===== config.mk =====
export PLATFORM = sky130hd
export DESIGN_NAME = strength_resolve_pipe_flat
export DESIGN_NICKNAME = d
export VERILOG_FILES = /design/src/rtl/strength_resolve_pipe_pkg.sv /design/src/rtl/strength_resolve_pipe_if.sv /design/src/rtl/strength_resolve_pipe_bit_resolve.sv /design/src/rtl/strength_resolve_pipe.sv /design/src/flat_wrapper.sv
export SDC_FILE = /design/constraint.sdc
export NUM_CORES = 1
export LEC_CHECK = 0
export CAP_MARGIN = 20
export CORE_MARGIN = 2
export CORE_UTILIZATION = 59
export CTS_BUF_LIST = sky130_fd_sc_hd__clkbuf_16
export DETAILED_ROUTE_END_ITERATION = 7
export PLACE_DENSITY = 0.87
export SETUP_SLACK_MARGIN = 0.05
export SLEW_MARGIN = 10
export SYNTH_ARGS = -nofsm -noshare
export SYNTH_HDL_FRONTEND = slang
export SYNTH_HIERARCHICAL = 1
export SYNTH_SLANG_ARGS = --single-unit

===== constraint.sdc =====
create_clock -name clk -period 3.45 [get_ports clk]
set_clock_uncertainty 0.1 [all_clocks]
set_input_delay 0.5175 -clock clk [delete_from_list [all_inputs] [get_ports clk]]
set_output_delay 0.5175 -clock clk [all_outputs]
set_load 0.005 [all_outputs]

===== src/rtl/strength_resolve_pipe_pkg.sv =====
`default_nettype none
// +----------------------------------------------------------------------+
// | strength_resolve_pipe_pkg                                            |
// | Value/strength encodings and tie helper for net strength resolution. |
// | Rev 1.0                                                              |
// +----------------------------------------------------------------------+
package strength_resolve_pipe_pkg;

  typedef logic [2:0] str_t;
  typedef logic [1:0] val_t;

  localparam val_t V0 = 2'b00;
  localparam val_t V1 = 2'b01;
  localparam val_t VZ = 2'b10;
  localparam val_t VX = 2'b11;

  localparam str_t ST_SUPPLY = 3'd7;
  localparam str_t ST_STRONG = 3'd6;
  localparam str_t ST_PULL   = 3'd5;
  localparam str_t ST_LARGE  = 3'd4;
  localparam str_t ST_WEAK   = 3'd3;
  localparam str_t ST_MEDIUM = 3'd2;
  localparam str_t ST_SMALL  = 3'd1;
  localparam str_t ST_HIGHZ  = 3'd0;

  typedef enum logic [1:0] {
    NK_WIRE = 2'd0,
    NK_WAND = 2'd1,
    NK_WOR  = 2'd2
  } net_kind_e;

  // An X driver sitting at the winning strength poisons the net whatever the net kind.
  function automatic val_t tie_value(input net_kind_e kind, input logic x_at_max);
    val_t v;
    v = VX;
    if (!x_at_max) begin
      case (kind)
        NK_WAND: v = V0;
        NK_WOR:  v = V1;
        default: v = VX;
      endcase
    end
    return v;
  endfunction

endpackage
`default_nettype wire


===== src/rtl/strength_resolve_pipe_if.sv =====
`default_nettype none
// +----------------------------------------------------------------------+
// | strength_resolve_pipe_if                                             |
// | Driver-set input and resolved-net output handshake bundle.           |
// | Rev 1.0                                                              |
// +----------------------------------------------------------------------+
interface strength_resolve_pipe_if #(
  parameter int NDRV = 3,
  parameter int W    = 1
);
  logic                  in_valid;
  logic                  in_ready;
  logic [NDRV*W*2-1:0]   in_val;
  logic [NDRV*3-1:0]     in_str;
  logic                  out_valid;
  logic                  out_ready;
  logic [W*2-1:0]        out_val;
  logic [W*3-1:0]        out_str;

  modport master (
    output in_valid, in_val, in_str, out_ready,
    input  in_ready, out_valid, out_val, out_str
  );

  modport slave (
    input  in_valid, in_val, in_str, out_ready,
    output in_ready, out_valid, out_val, out_str
  );
endinterface
`default_nettype wire


===== src/rtl/strength_resolve_pipe_bit_resolve.sv =====
`default_nettype none
// +----------------------------------------------------------------------+
// | strength_resolve_pipe_bit_resolve                                    |
// | Combinational per-bit reduction of NDRV drivers to S0/S1/tie/X flags.|
// | Rev 1.0                                                              |
// +----------------------------------------------------------------------+
module strength_resolve_pipe_bit_resolve
  import strength_resolve_pipe_pkg::*;
#(
  parameter int NDRV = 3
) (
  input  logic [NDRV*2-1:0] i_val,
  input  logic [NDRV*3-1:0] i_str,
  output str_t              o_s0,
  output str_t              o_s1,
  output logic              o_tie,
  output logic              o_x_at_max
);

  str_t w_s0;
  str_t w_s1;
  str_t w_sx;

  always_comb begin : p_reduce
    val_t v;
    str_t s;
    v    = VZ;
    s    = ST_HIGHZ;
    w_s0 = ST_HIGHZ;
    w_s1 = ST_HIGHZ;
    w_sx = ST_HIGHZ;
    for (int d = 0; d < NDRV; d++) begin
      v = i_val[d*2 +: 2];
      s = i_str[d*3 +: 3];
      if (v != VZ && s != ST_HIGHZ) begin
        // X contributes to both sides, so it always lands on a tie when it wins.
        if ((v == V1 || v == VX) && s > w_s1) w_s1 = s;
        if ((v == V0 || v == VX) && s > w_s0) w_s0 = s;
        if (v == VX && s > w_sx)              w_sx = s;
      end
    end
  end

  assign o_s0       = w_s0;
  assign o_s1       = w_s1;
  assign o_tie      = (w_s0 == w_s1) && (w_s1 != ST_HIGHZ);
  assign o_x_at_max = (w_sx != ST_HIGHZ) && (w_sx == w_s1);

endmodule
`default_nettype wire


===== src/rtl/strength_resolve_pipe.sv =====
`default_nettype none
// +----------------------------------------------------------------------+
// | strength_resolve_pipe                                                |
// | Two-stage valid/ready pipeline resolving NDRV strength drivers.      |
// | Rev 1.0                                                              |
// +----------------------------------------------------------------------+
module strength_resolve_pipe
  import strength_resolve_pipe_pkg::*;
#(
  parameter int NDRV     = 3,
  parameter int W        = 1,
  parameter int NET_KIND = 0,
  parameter int CNT_W    = 16
) (
  input  logic                   clk,
  input  logic                   rst_n,
  strength_resolve_pipe_if.slave bus,
  input  logic                   clr_cnt,
  output logic [CNT_W-1:0]       conflict_cnt
);

  localparam net_kind_e c_net_kind = net_kind_e'(NET_KIND);

  logic [1:0]       r_rst_sync;
  logic             w_rst_n;

  str_t [W-1:0]     w_s0;
  str_t [W-1:0]     w_s1;
  logic [W-1:0]     w_tie;
  logic [W-1:0]     w_xmax;

  logic             r_st1_valid;
  str_t [W-1:0]     r_st1_s0;
  str_t [W-1:0]     r_st1_s1;
  logic [W-1:0]     r_st1_tie;
  logic [W-1:0]     r_st1_xmax;

  logic             r_out_valid;
  logic [W*2-1:0]   r_out_val;
  logic [W*3-1:0]   r_out_str;
  logic [W*2-1:0]   w_res_val;
  logic [W*3-1:0]   w_res_str;

  logic [CNT_W-1:0] r_cnt;
  logic             w_s2_take;
  logic             w_in_ready;
  logic             w_cnt_inc;

  // Reset asserts immediately through the flop clear but releases on a clock edge.
  always_ff @(posedge clk or negedge rst_n) begin
    if (!rst_n) r_rst_sync <= 2'b00;
    else        r_rst_sync <= {r_rst_sync[0], 1'b1};
  end
  assign w_rst_n = r_rst_sync[1];

  for (genvar b = 0; b < W; b++) begin : g_bit
    logic [NDRV*2-1:0] w_bit_val;
    for (genvar d = 0; d < NDRV; d++) begin : g_drv
      assign w_bit_val[d*2 +: 2] = bus.in_val[(d*W+b)*2 +: 2];
    end
    strength_resolve_pipe_bit_resolve #(.NDRV(NDRV)) u_res (
      .i_val      (w_bit_val),
      .i_str      (bus.in_str),
      .o_s0       (w_s0[b]),
      .o_s1       (w_s1[b]),
      .o_tie      (w_tie[b]),
      .o_x_at_max (w_xmax[b])
    );
  end

  assign w_s2_take  = !r_out_valid || bus.out_ready;
  assign w_in_ready = w_rst_n && (!r_st1_valid || w_s2_take);
  assign w_cnt_inc  = w_s2_take && r_st1_valid && (|r_st1_tie);

  always_ff @(posedge clk or negedge w_rst_n) begin
    if (!w_rst_n) begin
      r_st1_valid <= 1'b0;
      r_st1_s0    <= '0;
      r_st1_s1    <= '0;
      r_st1_tie   <= '0;
      r_st1_xmax  <= '0;
    end else if (w_in_ready) begin
      r_st1_valid <= bus.in_valid;
      if (bus.in_valid) begin
        r_st1_s0   <= w_s0;
        r_st1_s1   <= w_s1;
        r_st1_tie  <= w_tie;
        r_st1_xmax <= w_xmax;
      end
    end
  end

  always_comb begin
    w_res_val = {W{VZ}};
    w_res_str = '0;
    for (int b = 0; b < W; b++) begin
      if (r_st1_s1[b] == ST_HIGHZ && r_st1_s0[b] == ST_HIGHZ) begin
        w_res_val[b*2 +: 2] = VZ;
        w_res_str[b*3 +: 3] = ST_HIGHZ;
      end else if (r_st1_s1[b] > r_st1_s0[b]) begin
        w_res_val[b*2 +: 2] = V1;
        w_res_str[b*3 +: 3] = r_st1_s1[b];
      end else if (r_st1_s0[b] > r_st1_s1[b]) begin
        w_res_val[b*2 +: 2] = V0;
        w_res_str[b*3 +: 3] = r_st1_s0[b];
      end else begin
        w_res_val[b*2 +: 2] = tie_value(c_net_kind, r_st1_xmax[b]);
        w_res_str[b*3 +: 3] = r_st1_s0[b];
      end
    end
  end

  always_ff @(posedge clk or negedge w_rst_n) begin
    if (!w_rst_n) begin
      r_out_valid <= 1'b0;
      r_out_val   <= {W{VZ}};
      r_out_str   <= '0;
    end else if (w_s2_take) begin
      r_out_valid <= r_st1_valid;
      if (r_st1_valid) begin
        r_out_val <= w_res_val;
        r_out_str <= w_res_str;
      end
    end
  end

  // Clear has priority; the count sticks at all-ones.
  always_ff @(posedge clk or negedge w_rst_n) begin
    if (!w_rst_n)                          r_cnt <= '0;
    else if (clr_cnt)                      r_cnt <= '0;
    else if (w_cnt_inc && r_cnt != '1)     r_cnt <= r_cnt + CNT_W'(1);
  end

  assign bus.in_ready  = w_in_ready;
  assign bus.out_valid = r_out_valid;
  assign bus.out_val   = r_out_val;
  assign bus.out_str   = r_out_str;
  assign conflict_cnt  = r_cnt;

endmodule
`default_nettype wire

===== src/flat_wrapper.sv =====
// flat-port wrapper written by rule: the top's interface ports become plain ports
module strength_resolve_pipe_flat import strength_resolve_pipe_pkg::*;
#(
  parameter int NDRV     = 3,
  parameter int W        = 1,
  parameter int NET_KIND = 0,
  parameter int CNT_W    = 16
)
  (clk, rst_n, clr_cnt, conflict_cnt, bus_in_valid, bus_in_val, bus_in_str, bus_out_ready, bus_in_ready, bus_out_valid, bus_out_val, bus_out_str);
  strength_resolve_pipe_if #(.NDRV(NDRV), .W(W)) bus_i ();
  input  logic clk;
  input  logic rst_n;
  input  logic clr_cnt;
  output logic [CNT_W-1:0] conflict_cnt;
  input wire logic [$bits(bus_i.in_valid)-1:0] bus_in_valid;
  input wire logic [$bits(bus_i.in_val)-1:0] bus_in_val;
  input wire logic [$bits(bus_i.in_str)-1:0] bus_in_str;
  input wire logic [$bits(bus_i.out_ready)-1:0] bus_out_ready;
  output wire logic [$bits(bus_i.in_ready)-1:0] bus_in_ready;
  output wire logic [$bits(bus_i.out_valid)-1:0] bus_out_valid;
  output wire logic [$bits(bus_i.out_val)-1:0] bus_out_val;
  output wire logic [$bits(bus_i.out_str)-1:0] bus_out_str;
  assign bus_i.in_valid = bus_in_valid;
  assign bus_i.in_val = bus_in_val;
  assign bus_i.in_str = bus_in_str;
  assign bus_i.out_ready = bus_out_ready;
  assign bus_in_ready = bus_i.in_ready;
  assign bus_out_valid = bus_i.out_valid;
  assign bus_out_val = bus_i.out_val;
  assign bus_out_str = bus_i.out_str;
  strength_resolve_pipe #(.NDRV(NDRV), .W(W), .NET_KIND(NET_KIND), .CNT_W(CNT_W)) u_core (.clk(clk), .rst_n(rst_n), .bus(bus_i), .clr_cnt(clr_cnt), .conflict_cnt(conflict_cnt));
endmodule

==> impl_metrics.env <==
export IMPL_hold_path_end="u_core/r_rst_sync[1]$_DFF_PN0_"
export IMPL_detail_route_vias_per_cell=6.94
export IMPL_top_level_ports=43
export IMPL_worst_slew_pin_transition_ns=0.786
export IMPL_post_layout_instance_count_excluding_filler_cells=382
export IMPL_met2_length_um=4120
export IMPL_num_nets_final=375
export IMPL_worst_setup_path_end_kind="register"
export IMPL_highest_layer="met4"
export IMPL_outcome="finished with violations"
export IMPL_syn_area_um2=2410
export IMPL_wire_per_inst_um=22.9
export IMPL_chip_width_um=67.9
export IMPL_route_met3_wl_um=776
export IMPL_tritoncts="built"
export IMPL_clock_tree_htree_level_count=2
export IMPL_floorplan_initialDensity=0.606
export IMPL_num_vias=2652
export IMPL_layout_cell_area_non_filler_um2=3570
export IMPL_worstSetupStartpointType="primary input"
export IMPL_placed_instances=364
export IMPL_fp_coreArea_um2=3970
export IMPL_cts_sinks=32
export IMPL_maxCapViolations=0
export IMPL_row_count=23
export IMPL_postSynthNetCount=298
export IMPL_finalSetupViolations=6
export IMPL_grt_max_degree=31
export IMPL_r2r_slack_ns=1.14
export IMPL_globalRouteOverflowTotal=0
export IMPL_timing_rr_end="u_core/conflict_cnt[8]$_DFFE_PN0P_"
export IMPL_drc=0
export IMPL_finalMaxSlewViolations=0
export IMPL_path_clk_slew_ns=0.05
export IMPL_grt_pass1_wl_um=10600
export IMPL_worst_setup_path_type="in -> reg"
export IMPL_power_static_leakage_nw=1.53
export IMPL_achievable_frequency_mhz=230
export IMPL_antenna_cells_inserted=0
export IMPL_die_area_um2=4610
export IMPL_drtPass1Iterations=6
export IMPL_period_minus_slack_ns=4.35
export IMPL_crit_path_max_fanout=3
export IMPL_rsz0062_at_grt="yes"
export IMPL_drt_first_iter_violations=370
export IMPL_insertion_delay_ns=0.28
export IMPL_ff2ff_path_depth=4
export IMPL_chipHeight_um=67.9
export IMPL_clockRootBuffer="clkbuf_16"
export IMPL_drive_gt1_frac=0.334
export IMPL_yosysWarnings=6
export IMPL_globalplace_congestion=0.864
export IMPL_hold_path_class="reg -> reg"
export IMPL_failed_checks="setup timing"
export IMPL_post_synth_inst_count=254
export IMPL_synth_avg_cell_area_um2=9.48
export IMPL_dp_hpwl_um=4160
export IMPL_cts_inserted_buffers=5
export IMPL_layout_area_overhead_pct=48.1
export IMPL_vias_in_the_first_global_route=2192
export IMPL_irDropWorstVdd_uv=259
export IMPL_power_density_nw_per_um2=420
export IMPL_cp_required_ns=3.57
export IMPL_final_cycle_utilization_of_the_critical_path=1.26
export IMPL_route_antenna_remaining_nets=0
export IMPL_postLayoutSetupSlackWorst_ns=-0.902
export IMPL_hold_worst_slack_ns=0.259
export IMPL_route_layer_met1_wl_um=3050
export IMPL_cts_root_to_sink_buffers=2
export IMPL_worst_r2r_startpoint="u_core/conflict_cnt[1]$_DFFE_PN0P_"
export IMPL_timing_hold_worst_start="u_core/r_rst_sync[0]$_DFF_PN0_"
export IMPL_maxSlewHeadroom=0.474
export IMPL_post_cts_hold_buffer_count=0
export IMPL_wirelength_um=8730
export IMPL_arrival_ns=4.47
export IMPL_groute_usage_overall=0.307
export IMPL_worstHoldPathCells=0
export IMPL_finalHoldViolations=0
export IMPL_grt_antenna_before_repair=0
export IMPL_port_buffer_count=42
export IMPL_post_dp_cell_area_um2=3140
area by class of cell:
cell class	count	area (µm²)
Multi-Input combinational cell	194	1770
Sequential cell	32	802
Timing Repair Buffer	75	693
Fill cell	166	405
Clock buffer	5	125
Inverter	23	96.3
Tap cell	50	62.6
Clock inverter	3	13.8
routing by layer:
layer,global-route usage,vias up
met3,0.0510,96
met5,0,-
li1,-,1083
met4,0.0950,0
met1,0.375,1231
met2,0.551,242
critical path, stage by stage:
cell and delay [ns]:
buf_12 0.12, ha_4 0.17, o21ba_4 0.22, nand2_1 0.14, ha_4 0.23, and3_4 0.17, nor4_4 0.35, nand2_4 0.12
mux2i_4 0.20, inv_2 0.06, ha_4 0.28, nor2b_2 0.19, o22ai_2 0.14, a2111oi_2 0.33, a311oi_2 0.11, mux2_4 0.34
o21bai_4 0.19, a2111oi_4 0.37, mux2_4 0.20
how the worst max path moves through the flow:
stage,startpoint,to,slack [ns],cells past startpoint
2_1_floorplan,bus_in_val[0],u_core/r_st1_tie$_DFFE_PN0P_,-0.88,19
3_3_place_gp,bus_in_val[0],u_core/r_st1_tie$_DFFE_PN0P_,-1.54,21
3_5_place_dp,bus_in_val[0],u_core/r_st1_tie$_DFFE_PN0P_,-1.71,21
4_1_cts,bus_in_val[0],u_core/r_st1_tie$_DFFE_PN0P_,-0.64,23
5_1_grt,bus_in_str[0],u_core/r_st1_tie$_DFFE_PN0P_,-1.00,18
6_report,bus_in_val[0],u_core/r_st1_tie$_DFFE_PN0P_,-0.90,19
state kept, by name, summed over array words and instances, names as in the netlist, 2 cells and up:
name,flops
u_core/conflict_cnt,16
u_core/bus.out_str,3
u_core/r_st1_s0,3
u_core/r_st1_s1,3
u_core/bus.out_val,2
u_core/r_rst_sync,2
cells in the final DEF, fill, tap and decap left out, types with 3 or more instances in the layout:
master and instances:
o21ai_0 7, nand3_1 9, and2_4 3, a211oi_1 3, buf_4 30, nand4_1 7
inv_1 16, mux2_2 9, nor4_1 4, clkdlybuf4s50_1 36, mux2i_1 4, mux2_4 8
nand2_1 19, inv_2 5, nor2b_1 4, clkbuf_16 5, o31ai_1 6, a21oi_1 10
ha_1 14, a21oi_2 3, nor3_1 7, dfrtp_1 31, ha_4 10, or4_1 8
nand2b_1 4, nor2_1 10, buf_6 4
power breakdown:
part	internal, mW	total (mW)	switching (mW)
combinational	0.315	0.596	0.280
sequential	0.436	0.483	0.0473
clock	0.261	0.418	0.156
total	1.01	1.50	0.484
through the flow:
stage | setup TNS (ns) | setup WS, ns | total power [mW] | utilization
floorplan | -2.13 | -0.884 | 0.757 | -
global placement | -7.39 | -1.54 | 0.918 | 0.791
detailed placement | -8.35 | -1.71 | 0.940 | 0.791
CTS | -2.39 | -0.640 | 1.39 | 0.862
global route | -3.66 | -1.00 | 1.56 | 0.898
finish | -3.10 | -0.902 | 1.50 | 0.898
timing repair:
item	in CTS	in global routing
endpoints found under the setup margin	6	6
pin swaps	7	19
cloned	0	0
resized for setup	33	28
buffers inserted	8	3
(Power assumes the default switching activity.)
